==> src/rtl/pyramid_downsample_pack_pkg.sv <==
// pyramid_pkg
//   Shared types and constants for the Gaussian-pyramid downsample/pack stage.
//   FSM state enum, pixel type, default tile edge and quadrant count.
package pyramid_pkg;

    localparam int PIX_W    = 8;
    localparam int TILE_D   = 4;
    localparam int NUM_QUAD = 4;
    localparam int QUAD_W   = $clog2(NUM_QUAD);

    typedef logic [PIX_W-1:0] pixel_t;

    typedef enum logic {
        FILL = 1'b0,
        FULL = 1'b1
    } state_t;

endpackage

==> src/rtl/pyramid_downsample_pack_ds_quad.sv <==
// ds_quad
//   Combinational DxD -> (D/2)x(D/2) downsampler.
//   Default build: top-left pixel of each 2x2 block.
//   PYRAMID_DOWNSAMPLE_AVG_EN defined: rounded (half-up) mean of the 2x2 block.
// Ports:
//   i_tile  DxD input tile, pixel (r,c) at r*D+c
//   o_ds    (D/2)x(D/2) result, pixel (i,j) at i*(D/2)+j
module ds_quad
    import pyramid_pkg::*;
#(
    parameter int D = TILE_D,
    parameter int W = PIX_W
) (
    input  logic [D*D-1:0][W-1:0]         i_tile,
    output logic [(D/2)*(D/2)-1:0][W-1:0] o_ds
);

    localparam int H = D / 2;

`ifdef PYRAMID_DOWNSAMPLE_AVG_EN
    for (genvar i = 0; i < H; i++) begin : g_i
        for (genvar j = 0; j < H; j++) begin : g_j
            // W+2 bits holds four W-bit pixels plus the rounding constant,
            // and the >>2 result always fits back into W bits.
            logic [W+1:0] w_sum;
            assign w_sum = (W+2)'(i_tile[(2*i)*D   + 2*j])
                         + (W+2)'(i_tile[(2*i)*D   + 2*j+1])
                         + (W+2)'(i_tile[(2*i+1)*D + 2*j])
                         + (W+2)'(i_tile[(2*i+1)*D + 2*j+1])
                         + (W+2)'(2);
            assign o_ds[i*H+j] = w_sum[W+1:2];
        end
    end
`else
    for (genvar i = 0; i < H; i++) begin : g_i
        for (genvar j = 0; j < H; j++) begin : g_j
            assign o_ds[i*H+j] = i_tile[(2*i)*D + 2*j];
        end
    end

    // Only the top-left pixel of each block is consumed in this build.
    logic w_unused_pix;
    assign w_unused_pix = ^i_tile;
`endif

endmodule

==> src/rtl/pyramid_downsample_pack.sv <==
// pyramid_downsample_pack
//   Ready-valid stage after Conv2D: downsamples each DxD tile by 2 in both
//   dimensions and packs four consecutive results into one DxD output tile
//   (quadrant 0 top-left, 1 top-right, 2 bottom-left, 3 bottom-right).
//   Optional macro PYRAMID_DOWNSAMPLE_AVG_EN selects 2x2 averaging instead of
//   top-left pick (handled in ds_quad; handshake identical in both builds).
// Ports:
//   clk, reset   clock, synchronous active-high reset
//   valid_i      upstream tile valid
//   ready_i      stage accepts a tile (combinational from ready_o when FULL)
//   in           DxD input tile, pixel (r,c) at r*D+c
//   valid_o      packed tile valid
//   ready_o      downstream accepts the packed tile
//   out          packed DxD tile, same indexing
module pyramid_downsample_pack
    import pyramid_pkg::*;
#(
    parameter int D = TILE_D,
    parameter int W = PIX_W
) (
    input  logic                 clk,
    input  logic                 reset,
    input  logic                 valid_i,
    output logic                 ready_i,
    input  logic [D*D-1:0][W-1:0] in,
    output logic                 valid_o,
    input  logic                 ready_o,
    output logic [D*D-1:0][W-1:0] out
);

    localparam int H = D / 2;

    state_t                     r_state;
    state_t                     w_state_nxt;
    logic [QUAD_W-1:0]          r_q;
    logic [QUAD_W-1:0]          w_q_nxt;
    logic [D*D-1:0][W-1:0]      r_out;
    logic [D*D-1:0][W-1:0]      w_out_nxt;
    logic [H*H-1:0][W-1:0]      w_ds;
    logic                       w_in_txn;

    ds_quad #(.D(D), .W(W)) u_ds (
        .i_tile (in),
        .o_ds   (w_ds)
    );

    assign w_in_txn = valid_i & ready_i;

    // Each output pixel belongs to one fixed quadrant; it loads from the
    // downsampler only when that quadrant is the one being written.
    // In FULL r_q is 0, so a same-cycle refill lands in quadrant 0.
    for (genvar r = 0; r < D; r++) begin : g_r
        for (genvar c = 0; c < D; c++) begin : g_c
            localparam int QI = (r / H) * 2 + (c / H);
            localparam int DI = (r % H) * H + (c % H);
            assign w_out_nxt[r*D+c] = (w_in_txn && (r_q == QUAD_W'(QI)))
                                      ? w_ds[DI] : r_out[r*D+c];
        end
    end

    always_ff @(posedge clk) begin
        if (reset) begin
            r_state <= FILL;
            r_q     <= '0;
            r_out   <= '0;
        end else begin
            r_state <= w_state_nxt;
            r_q     <= w_q_nxt;
            r_out   <= w_out_nxt;
        end
    end

    always_comb begin
        w_state_nxt = r_state;
        w_q_nxt     = r_q;
        valid_o     = 1'b0;
        ready_i     = 1'b1;
        case (r_state)
            FILL: begin
                if (w_in_txn) begin
                    if (r_q == QUAD_W'(NUM_QUAD-1)) begin
                        w_q_nxt     = '0;
                        w_state_nxt = FULL;
                    end else begin
                        w_q_nxt = r_q + QUAD_W'(1);
                    end
                end
            end
            FULL: begin
                valid_o = 1'b1;
                // Draining frees the register this cycle, so a new tile can
                // be taken at the same edge.
                ready_i = ready_o;
                if (ready_o) begin
                    w_state_nxt = FILL;
                    w_q_nxt     = valid_i ? QUAD_W'(1) : '0;
                end
            end
            default: begin
                w_state_nxt = FILL;
                w_q_nxt     = '0;
            end
        endcase
    end

    assign out = r_out;

`ifndef SYNTHESIS
    logic                  r_chk_hold;
    logic [D*D-1:0][W-1:0] r_chk_out;

    always_ff @(posedge clk) begin
        r_chk_hold <= !reset && valid_o && !ready_o;
        r_chk_out  <= out;
        if (!reset && r_chk_hold && (!valid_o || out != r_chk_out))
            $error("pyramid_downsample_pack: output changed while stalled");
    end
`endif

endmodule

==> config.mk <==
export PLATFORM = sky130hd
export DESIGN_NAME = pyramid_downsample_pack
export DESIGN_NICKNAME = d
export VERILOG_FILES = /design/src/rtl/pyramid_downsample_pack_pkg.sv /design/src/rtl/pyramid_downsample_pack_ds_quad.sv /design/src/rtl/pyramid_downsample_pack.sv
export SDC_FILE = /design/constraint.sdc
export NUM_CORES = 1
export LEC_CHECK = 0
export ABC_AREA = 1
export BUFFER_PORTS_ARGS = -buffer_cell sky130_fd_sc_hd__buf_4
export CORE_AREA = 8 8 145 147
export DETAILED_ROUTE_END_ITERATION = 16
export DIE_AREA = 0 0 153 155
export GPL_ROUTABILITY_DRIVEN = 0
export PLACE_DENSITY_LB_ADDON = 0.05
export SETUP_SLACK_MARGIN = 0.02
export SYNTH_ARGS = -nofsm -noshare
export SYNTH_HDL_FRONTEND = slang
export SYNTH_SLANG_ARGS = --single-unit
==> constraint.sdc <==
create_clock -name clk -period 1.6 [get_ports clk]
set_clock_uncertainty 0.15 [all_clocks]
set_input_delay 0.24 -clock clk [delete_from_list [all_inputs] [get_ports clk]]
set_output_delay 0.24 -clock clk [all_outputs]
set_load 0.01 [all_outputs]
### Word level (Yosys, flattened, before mapping)

Index checks and enable logic that the tools add are counted.

* output and inout bits: 130
* logic and storage cells: 43
* register bits: 131
* bits of input ports: 132

* add/subtract/negate cells: 1
* bitwise gates (word level): 2
* multiplexer cells: 11
* reduce and logical (&&, ||, !) cells: 6
* equality and inequality tests: 5

Operators by type and width (number)
* $mux W1: 6
* $mux W2: 3
* $eq A2 B2 Y1 const B: 2
* $logic_and A1 B1 Y1: 4
* $ne A2 B2 Y1 const B: 2
* $pmux W2 S2: 1
* $add A2 B1 Y2 const B: 1
* $eq A2 B1 Y1 const B: 1
* $logic_not A2 Y1: 1
* $pmux W1 S2: 1
* $reduce_and A2 Y1: 1
* $and A1 B1 Y1: 1
* $not A1 Y1: 1

### Longest topological paths before layout

Gate-level depths: netlist (run 1).

* depth after elaboration: 4
* gate-level depth with buffers: 8
* gate-level depth less buffers: 6

### Modules after synthesis

From an unflattened synthesis (run 1), not the netlist that was laid out.

* cells, all modules: 1063
* area, all modules: 6678.9 µm²

Modules (own cells, without submodules)
* pyramid_downsample_pack: cells an instance 1031, area an instance 6438.7 µm², instances 1, seq. area each 2622.5 µm²
* ds_quad: cells an instance 32, area an instance 240.2 µm², instances 1, seq. area each 0.0 µm²

### Least setup slack after synthesis (run 1)

No wires, ideal clock.

* path kind: reg2reg
* from: reg r_q[0]
* to: reg r_out (netlist bit out[91])
* stages on the path, launching flop included: 7
* arrival time: 1217 ps
* library setup time: 110 ps
* required time: 1340 ps
* buffers on the path: 2
* slack: 124 ps
* period minus slack after synthesis: 1476 ps
* path through: dfxtp_1 > ha_1 > clkbuf_1 > buf_1 > nand4_1 > nand2_1 > nor2_1

* longest elaborated chain between the ends: 2

RTL lines
* start, declared: line pyramid_downsample_pack.sv:35 `logic [QUAD_W-1:0] r_q;`
* start signal, assigned: line pyramid_downsample_pack.sv:68 `r_q <= w_q_nxt;`
* $eq A2 B2 Y1: line pyramid_downsample_pack.sv:56 `assign w_out_nxt[r*D+c] = (w_in_txn && (r_q == QUAD_W'(QI)))`
* $logic_and A1 B1 Y1: line pyramid_downsample_pack.sv:56
* end signal, assigned: line pyramid_downsample_pack.sv:69 `r_out <= w_out_nxt;`
* end, declared: line pyramid_downsample_pack.sv:37 `logic [D*D-1:0][W-1:0] r_out;`

Every way passes these cells.
A chain may end at the register's enable or synchronous reset.

### Worst setup path in the final report (run 1)

* from: reg r_state
* to: out ready_i

* longest elaborated chain between the ends: 1

RTL lines
* start, declared: line pyramid_downsample_pack.sv:33 `state_t r_state;`
* start signal, assigned: line pyramid_downsample_pack.sv:67 `r_state <= w_state_nxt;`
* $mux W1: line pyramid_downsample_pack.sv:78 `case (r_state)`
* end, declared: line pyramid_downsample_pack.sv:24 `output logic ready_i,`

Every way passes these cells.

==> results.py, run 1 <==
metrics = {
    "critical_path": {
        "cp-start-kind": "flop",
        "r2r.worst_path.cells": 7,
        "cp_data_required_time_ns": 1.21,
        "r2r_start": "r_q[1]",
        "ff2ff_setup_slack_ns": 0.15,
        "crit_fanout": 12,
        "worstSetupStartpoint": "r_state",
        "arrival_ns": 1.13,
        "reg2reg_to": "out[59]",
        "worstSetupPathType": "reg2out",
        "cp-end-kind": "primary output",
        "endpoint": "ready_i",
    },
    "detailed_routing": {
        "ant_nets": 0,
        "wl_met2_um": 9400,
        "wl_met1_um": 10700,
        "avgViaCountPerCell": 4.39,
        "finalWirelength_um": 21600,
        "drt-pass1-iter-count": 4,
        "routed-via-count": 6263,
        "routedWlPerCell_um": 15.1,
        "drtIter0Drc": 360,
        "drc": 0,
        "dr_wl_met3_um": 1170,
        "routed.top_layer": "met4",
    },
    "die": {
        "core_area_mm2": 0.0190,
        "io_pins": 262,
        "start_util_pct": 34.0,
        "rows": 51,
        "dieArea_mm2": 0.0237,
        "die_h_um": 155,
        "fp.dieW_um": 153,
    },
    "logic_synthesis": {
        "synth.distinct_cells": 15,
        "syn_area_mm2": 0.00644,
        "yosys_warnings": 0,
        "synth_seq_cells": 131,
        "seq_area_frac_synth_pct": 40.7,
        "syn_nets": 1167,
        "netlist_instances": 1031,
        "postSynthAreaPerCell_um2": 6.25,
    },
    "place": {
        "pre_cts_slack_ns": 0.108,
        "numPlacedInstances": 1390,
        "dpl.hpwl_um": 14200,
        "port_buffers": 165,
    },
    "sta": {
        "finalHoldViolations": 0,
        "worst_slack_ns": 0.0814,
        "setup_viol": 0,
        "period_share_pct": 94.9,
        "drv_slew": 0,
        "rsz0062_at_grt": "true",
        "max_slew_margin_pct": 75.9,
        "fmax_mhz": 659,
        "worstMarginPinSlew_ns": 0.361,
        "period_needed_ns": 1.52,
        "fin_tns_setup_ns": 0,
    },
    "layout": {
        "synthToLayoutAreaGrowth_pct": 36.0,
        "drive_gt1_share_pct": 19.7,
        "final.fill_count": 2013,
        "fin_nets": 1314,
        "fin_util_pct": 46.2,
        "n_antenna_cell": 0,
        "stdcell_count": 1428,
        "final_cell_mix": "inv_1 (294), nand2_1 (261), buf_4 (181)",
        "layout_commonest_cell": "inv_1",
    },
    "global_route": {
        "antenna_found_initial": 0,
        "grt_pass1_wl_um": 33700,
        "grt_pass1_vias": 5833,
        "grtUsageTotal_pct": 18.0,
        "overflow": 0,
        "grt_start_max_net_pins": 53,
    },
    "min_path": {
        "hold_class": "in2reg",
        "hp-start": "in[71]",
    },
    "pwr": {
        "finalPower_w": 0.00900,
        "p_leak_nw": 4.76,
        "ir_worst_vdd_mv": 0.769,
        "p_per_area_mw_per_mm2": 1030,
    },
    "job": {
        "drv_cap": 0,
    },
    "clocking": {
        "clk_latency_ns": 0.42,
        "cts_max_level": 4,
        "cts_root_buffer": "clkbuf_16",
        "cts_buffers": 17,
        "numClockSinks": 131,
        "path_clk_slew_ns": 0.06,
        "clockBufferDepth": 2,
        "cts_tree": "done",
    },
    "run_status": {
        "status": "completed",
    },
}
-- repair_timing --
| action | 4_1_cts | 5_1_grt |
|---|---|---|
| setup endpoints to repair | 1 | 78 |
| cloned | 1 | 2 |
| pin swaps | 1 | 0 |
| gates resized for setup | 1 | 4 |
| setup buffers | 1 | 1 |
| hold buffers | 2 | 0 |
| hold endpoints to repair | 3 | 0 |
-- cell usage after synthesis (all sizes together) --
cell type / instances / area [um2]
a21oi: 4 / 20.0
buf: 56 / 270
clkbuf: 15 / 56.3
dfxtp: 131 / 2620
ha: 4 / 50.1
inv: 295 / 1110
nand2: 262 / 986
nand3: 7 / 40.0
nand4: 128 / 801
nor2: 128 / 480
o21ai: 1 / 5.00
-- state kept, by name (all words and copies together) (netlist names) --
signal	cells
out	128
r_q	2
r_state	1
-- metrics by stage --
step | area, um2 | hold slack, ns
6_report | 8750 | 0.0683
5_1_grt | 8750 | 0.0959
4_1_cts | 8680 | 0.0540
3_5_place_dp | 8010 | 0.306
3_3_place_gp | 8010 | 0.311
2_1_floorplan | 6440 | 0.159
-- worst max-delay path, cell delays in order (launching register included) --
cell and delay [ns]:
dfxtp_2 0.34, nand2_4 0.07, buf_12 0.15, buf_4 0.14
-- worst min path at each step --
stage,depth (start not counted),endpoint,slack (ns)
after global placement,2,r_q[0],0.31
after global routing,5,out[62],0.1
after detailed placement,2,r_q[1],0.31
after floorplan,1,r_q[0],0.16
final,5,out[39],0.07
after CTS,5,out[39],0.05
-- layer usage --
layer,vias to the layer above,GRT usage (%)
li1,3319,-
met1,2786,24.9
met2,139,26.6
met3,19,4.91
met4,0,5.75
met5,-,0
-- logic make-up (layout without fill, tap and decap cells) --
| logic type | after synthesis | in the layout | share of synthesized area, % |
|---|---|---|---|
| buffers and inverters | 366 | 525 | 22.3 |
| AND/OR/NAND/NOR | 525 | 525 | 35.8 |
| adder cells (fa/ha/maj) | 4 | 4 | 0.777 |
| AO/OA/AOI/OAI | 5 | 5 | 0.389 |
| flip-flops | 131 | 131 | 40.7 |
-- power breakdown --
| group | leakage [nW] | switching (W) | internal, W |
|---|---|---|---|
| logic | 3.41 | 0.000808 | 0.000577 |
| registers | 1.07 | 0.0000986 | 0.00344 |
| clock network | 0.287 | 0.00155 | 0.00253 |
| total | 4.76 | 0.00245 | 0.00654 |
-- layout make-up --
class | count | area (um2) | area share, %
clock buffer | 19 | 453 | 5.17
clock inverter | 12 | 156 | 1.79
inverter | 295 | 1110 | 12.7
multi-input combinational | 534 | 2400 | 27.4
sequential | 131 | 2630 | 30.0
tap | 238 | 298 | 3.40
timing repair buffer | 199 | 1710 | 19.6
(Power assumes the default switching activity.)
==> inputs of run 2 (changes only) <==
CORE_AREA = 8 8 148 150   (was 8 8 145 147)
DIE_AREA = 0 0 156 158   (was 0 0 153 155)
REMOVE_ABC_BUFFERS = 1   (was default)
SYNTH_HIERARCHICAL = 1   (was default)
==> results.py, run 2 <==
metrics = {
    "run_status": {
        "status": "completed",
    },
    "global_route": {
        "grt_pass1_wl_um": 31800,
        "grtUsageTotal_pct": 16.7,
        "grt_start_max_net_pins": 51,
        "antenna_found_initial": 0,
        "grt_pass1_vias": 5761,
        "overflow": 0,
    },
    "pwr": {
        "p_clk_share_pct": 43.3,
        "p_sw_share_pct": 27.5,
        "share_seq_of_total_power_pct": 40.9,
        "p_leak_nw": 4.75,
        "p_switching_w": 0.00238,
        "p_int_w": 0.00628,
        "comb_power_share_pct": 15.8,
        "ir_worst_vdd_mv": 0.716,
        "finalPower_w": 0.00866,
        "p_per_area_mw_per_mm2": 985,
    },
    "detailed_routing": {
        "drt-pass1-iter-count": 4,
        "finalWirelength_um": 20500,
        "drc": 0,
        "avgViaCountPerCell": 4.19,
        "routedWlPerCell_um": 14.0,
        "drtIter0Drc": 337,
        "routed-via-count": 6127,
        "ant_nets": 0,
    },
    "min_path": {
        "hp-start": "ready_o",
        "hold_class": "in2reg",
        "hold_path_depth": 4,
    },
    "clocking": {
        "clk_latency_ns": 0.42,
        "cts_buffers": 17,
        "cts_root_buffer": "clkbuf_16",
        "numClockSinks": 131,
        "cts_tree": "done",
        "clockBufferDepth": 2,
        "path_clk_slew_ns": 0.06,
        "cts_max_level": 4,
    },
    "die": {
        "start_util_pct": 33.9,
        "fp.dieW_um": 156,
        "die_h_um": 158,
        "core_area_mm2": 0.0197,
        "dieArea_mm2": 0.0246,
        "rows": 52,
        "io_pins": 262,
    },
    "logic_synthesis": {
        "postSynthAreaPerCell_um2": 6.28,
        "syn_area_mm2": 0.00668,
        "seq_area_frac_synth_pct": 39.3,
        "synth-edff-count": 0,
        "synth_top_area_cell": "dfxtp_1",
        "yosys.area.top_type_share_pct": 39.3,
        "synth_seq_cells": 131,
        "synthTopCellsByArea": "dfxtp_1 (39%), inv_1 (17%), nand2_1 (15%), nand4_1 (12%), nor2_1 (7.2%)",
        "netlist_instances": 1063,
        "synthTopCellsByCount": "inv_1 (295), nand2_1 (261), dfxtp_1 (131)",
        "yosys.cell_count.top_type": "inv_1",
        "async_flop_share_pct": 0,
        "yosys_warnings": 6,
        "synth-main-ff-cell": "dfxtp_1",
        "synth.distinct_cells": 15,
    },
    "layout": {
        "largest_reg_flops": 128,
        "fin_area_mm2": 0.00879,
        "layout_commonest_cell": "inv_1",
        "final.fill_count": 2153,
        "fin_util_pct": 44.6,
        "fin_nets": 1317,
        "n_antenna_cell": 0,
        "final_cell_mix": "inv_1 (294), nand2_1 (261), buf_4 (183)",
        "drive_gt1_share_pct": 20.2,
        "synthToLayoutAreaGrowth_pct": 31.5,
    },
    "critical_path": {
        "cp-end-kind": "primary output",
        "path_cells": "nand2_4 > buf_12 > buf_4",
        "r2r.worst_path.cells": 6,
        "max_stage_delay_ns": 0.35,
        "worstSetupStartpoint": "r_state",
        "cp_num_buf_inv": 2,
        "r2r_start": "r_q[1]",
        "cp_data_required_time_ns": 1.21,
        "crit_slowest_cell": "dfxtp_2",
        "cp-start-kind": "flop",
        "worstSetupPathType": "reg2out",
        "crit_fanout": 11,
        "arrival_ns": 1.13,
        "crit_family": "flip-flops",
        "cp.depth": 3,
    },
    "sta": {
        "setup_viol": 0,
        "finalHoldViolations": 0,
        "fin_tns_setup_ns": 0,
        "period_share_pct": 95.2,
        "worst_slack_ns": 0.0772,
        "period_needed_ns": 1.52,
        "worstMarginPinSlew_ns": 0.394,
        "rsz0062_at_grt": "false",
        "fmax_mhz": 657,
        "drv_slew": 0,
        "max_slew_margin_pct": 73.8,
    },
    "place": {
        "dpl-instance-area_mm2": 0.00813,
        "pre_cts_slack_ns": 0.115,
        "dpl.hpwl_um": 13200,
        "port_buffers": 165,
    },
    "job": {
        "drv_cap": 0,
    },
}
## run 2: repair_timing
| action | CTS | global route |
|---|---|---|
| hold endpoints to repair | 3 | 0 |
| pin swaps | 1 | 1 |
| endpoints found under the setup margin | 1 | 23 |
| cloned | 1 | 1 |
| gates resized for setup | 1 | 2 |
| buffers inserted | 1 | 1 |
| hold buffers | 2 | 0 |
## run 2: final timing paths
path,endpoint,slack (ns)
setup / recovery,ready_i,0.08
hold / removal,r_q[0],0.02
setup reg to reg,out[46],0.13
hold reg to reg,out[48],0.36
## run 2: layout make-up
class | instances | area, um2 | area share (%)
Sequential cell | 131 | 2630 | 29.9
Timing Repair Buffer | 202 | 1740 | 19.8
Tap cell | 270 | 338 | 3.85
Clock buffer | 23 | 478 | 5.44
Clock inverter | 9 | 80.1 | 0.911
Multi-Input combinational cell | 534 | 2410 | 27.5
Inverter | 295 | 1110 | 12.6
## run 2: layer usage
| layer | GRT usage (%) | wire, um | vias to the layer above |
|---|---|---|---|
| met3 | 4.80 | 1240 | 18 |
| met1 | 21.3 | 9520 | 2635 |
| li1 | - | - | 3337 |
| met4 | 5.55 | 224 | 0 |
| met5 | 0 | 0 | - |
| met2 | 26.6 | 9470 | 137 |
## run 2: logic make-up after synthesis
logic type	Yosys count	share of synthesized area (%)
AOI/OAI and AO/OA	5	0.375
and+or+nand+nor	525	34.5
adders and majority gates	4	0.749
buffers and inverters	398	25.1
DFF	131	39.3
## run 2: per-stage QoR
| stage | instances | hold WS (ns) |
|---|---|---|
| final | 1464 | 0.0208 |
| after global routing | 1464 | 0.0239 |
| after detailed placement | 1426 | 0.327 |
| after floorplan | 960 | 0.159 |
| after global placement | 1426 | 0.329 |
| after CTS | 1462 | 0.0117 |
## run 2: power groups by stage
stage,clock network [W],logic (W),registers [W]
final,0.00375,0.00137,0.00354
after global routing,0.00401,0.00155,0.00356
after CTS,0.00386,0.00140,0.00354
after detailed placement,0,0.00138,0.00361
after global placement,0,0.00138,0.00361
after floorplan,0,0.000633,0.00367
## run 2: worst register-to-register path, delay by kind of cell (launching register included)
kind,cells,cell delay (ns)
buffers and inverters,2,0.41
DFF,1,0.34
and+or+nand+nor,3,0.27
adders and majority gates,1,0.20
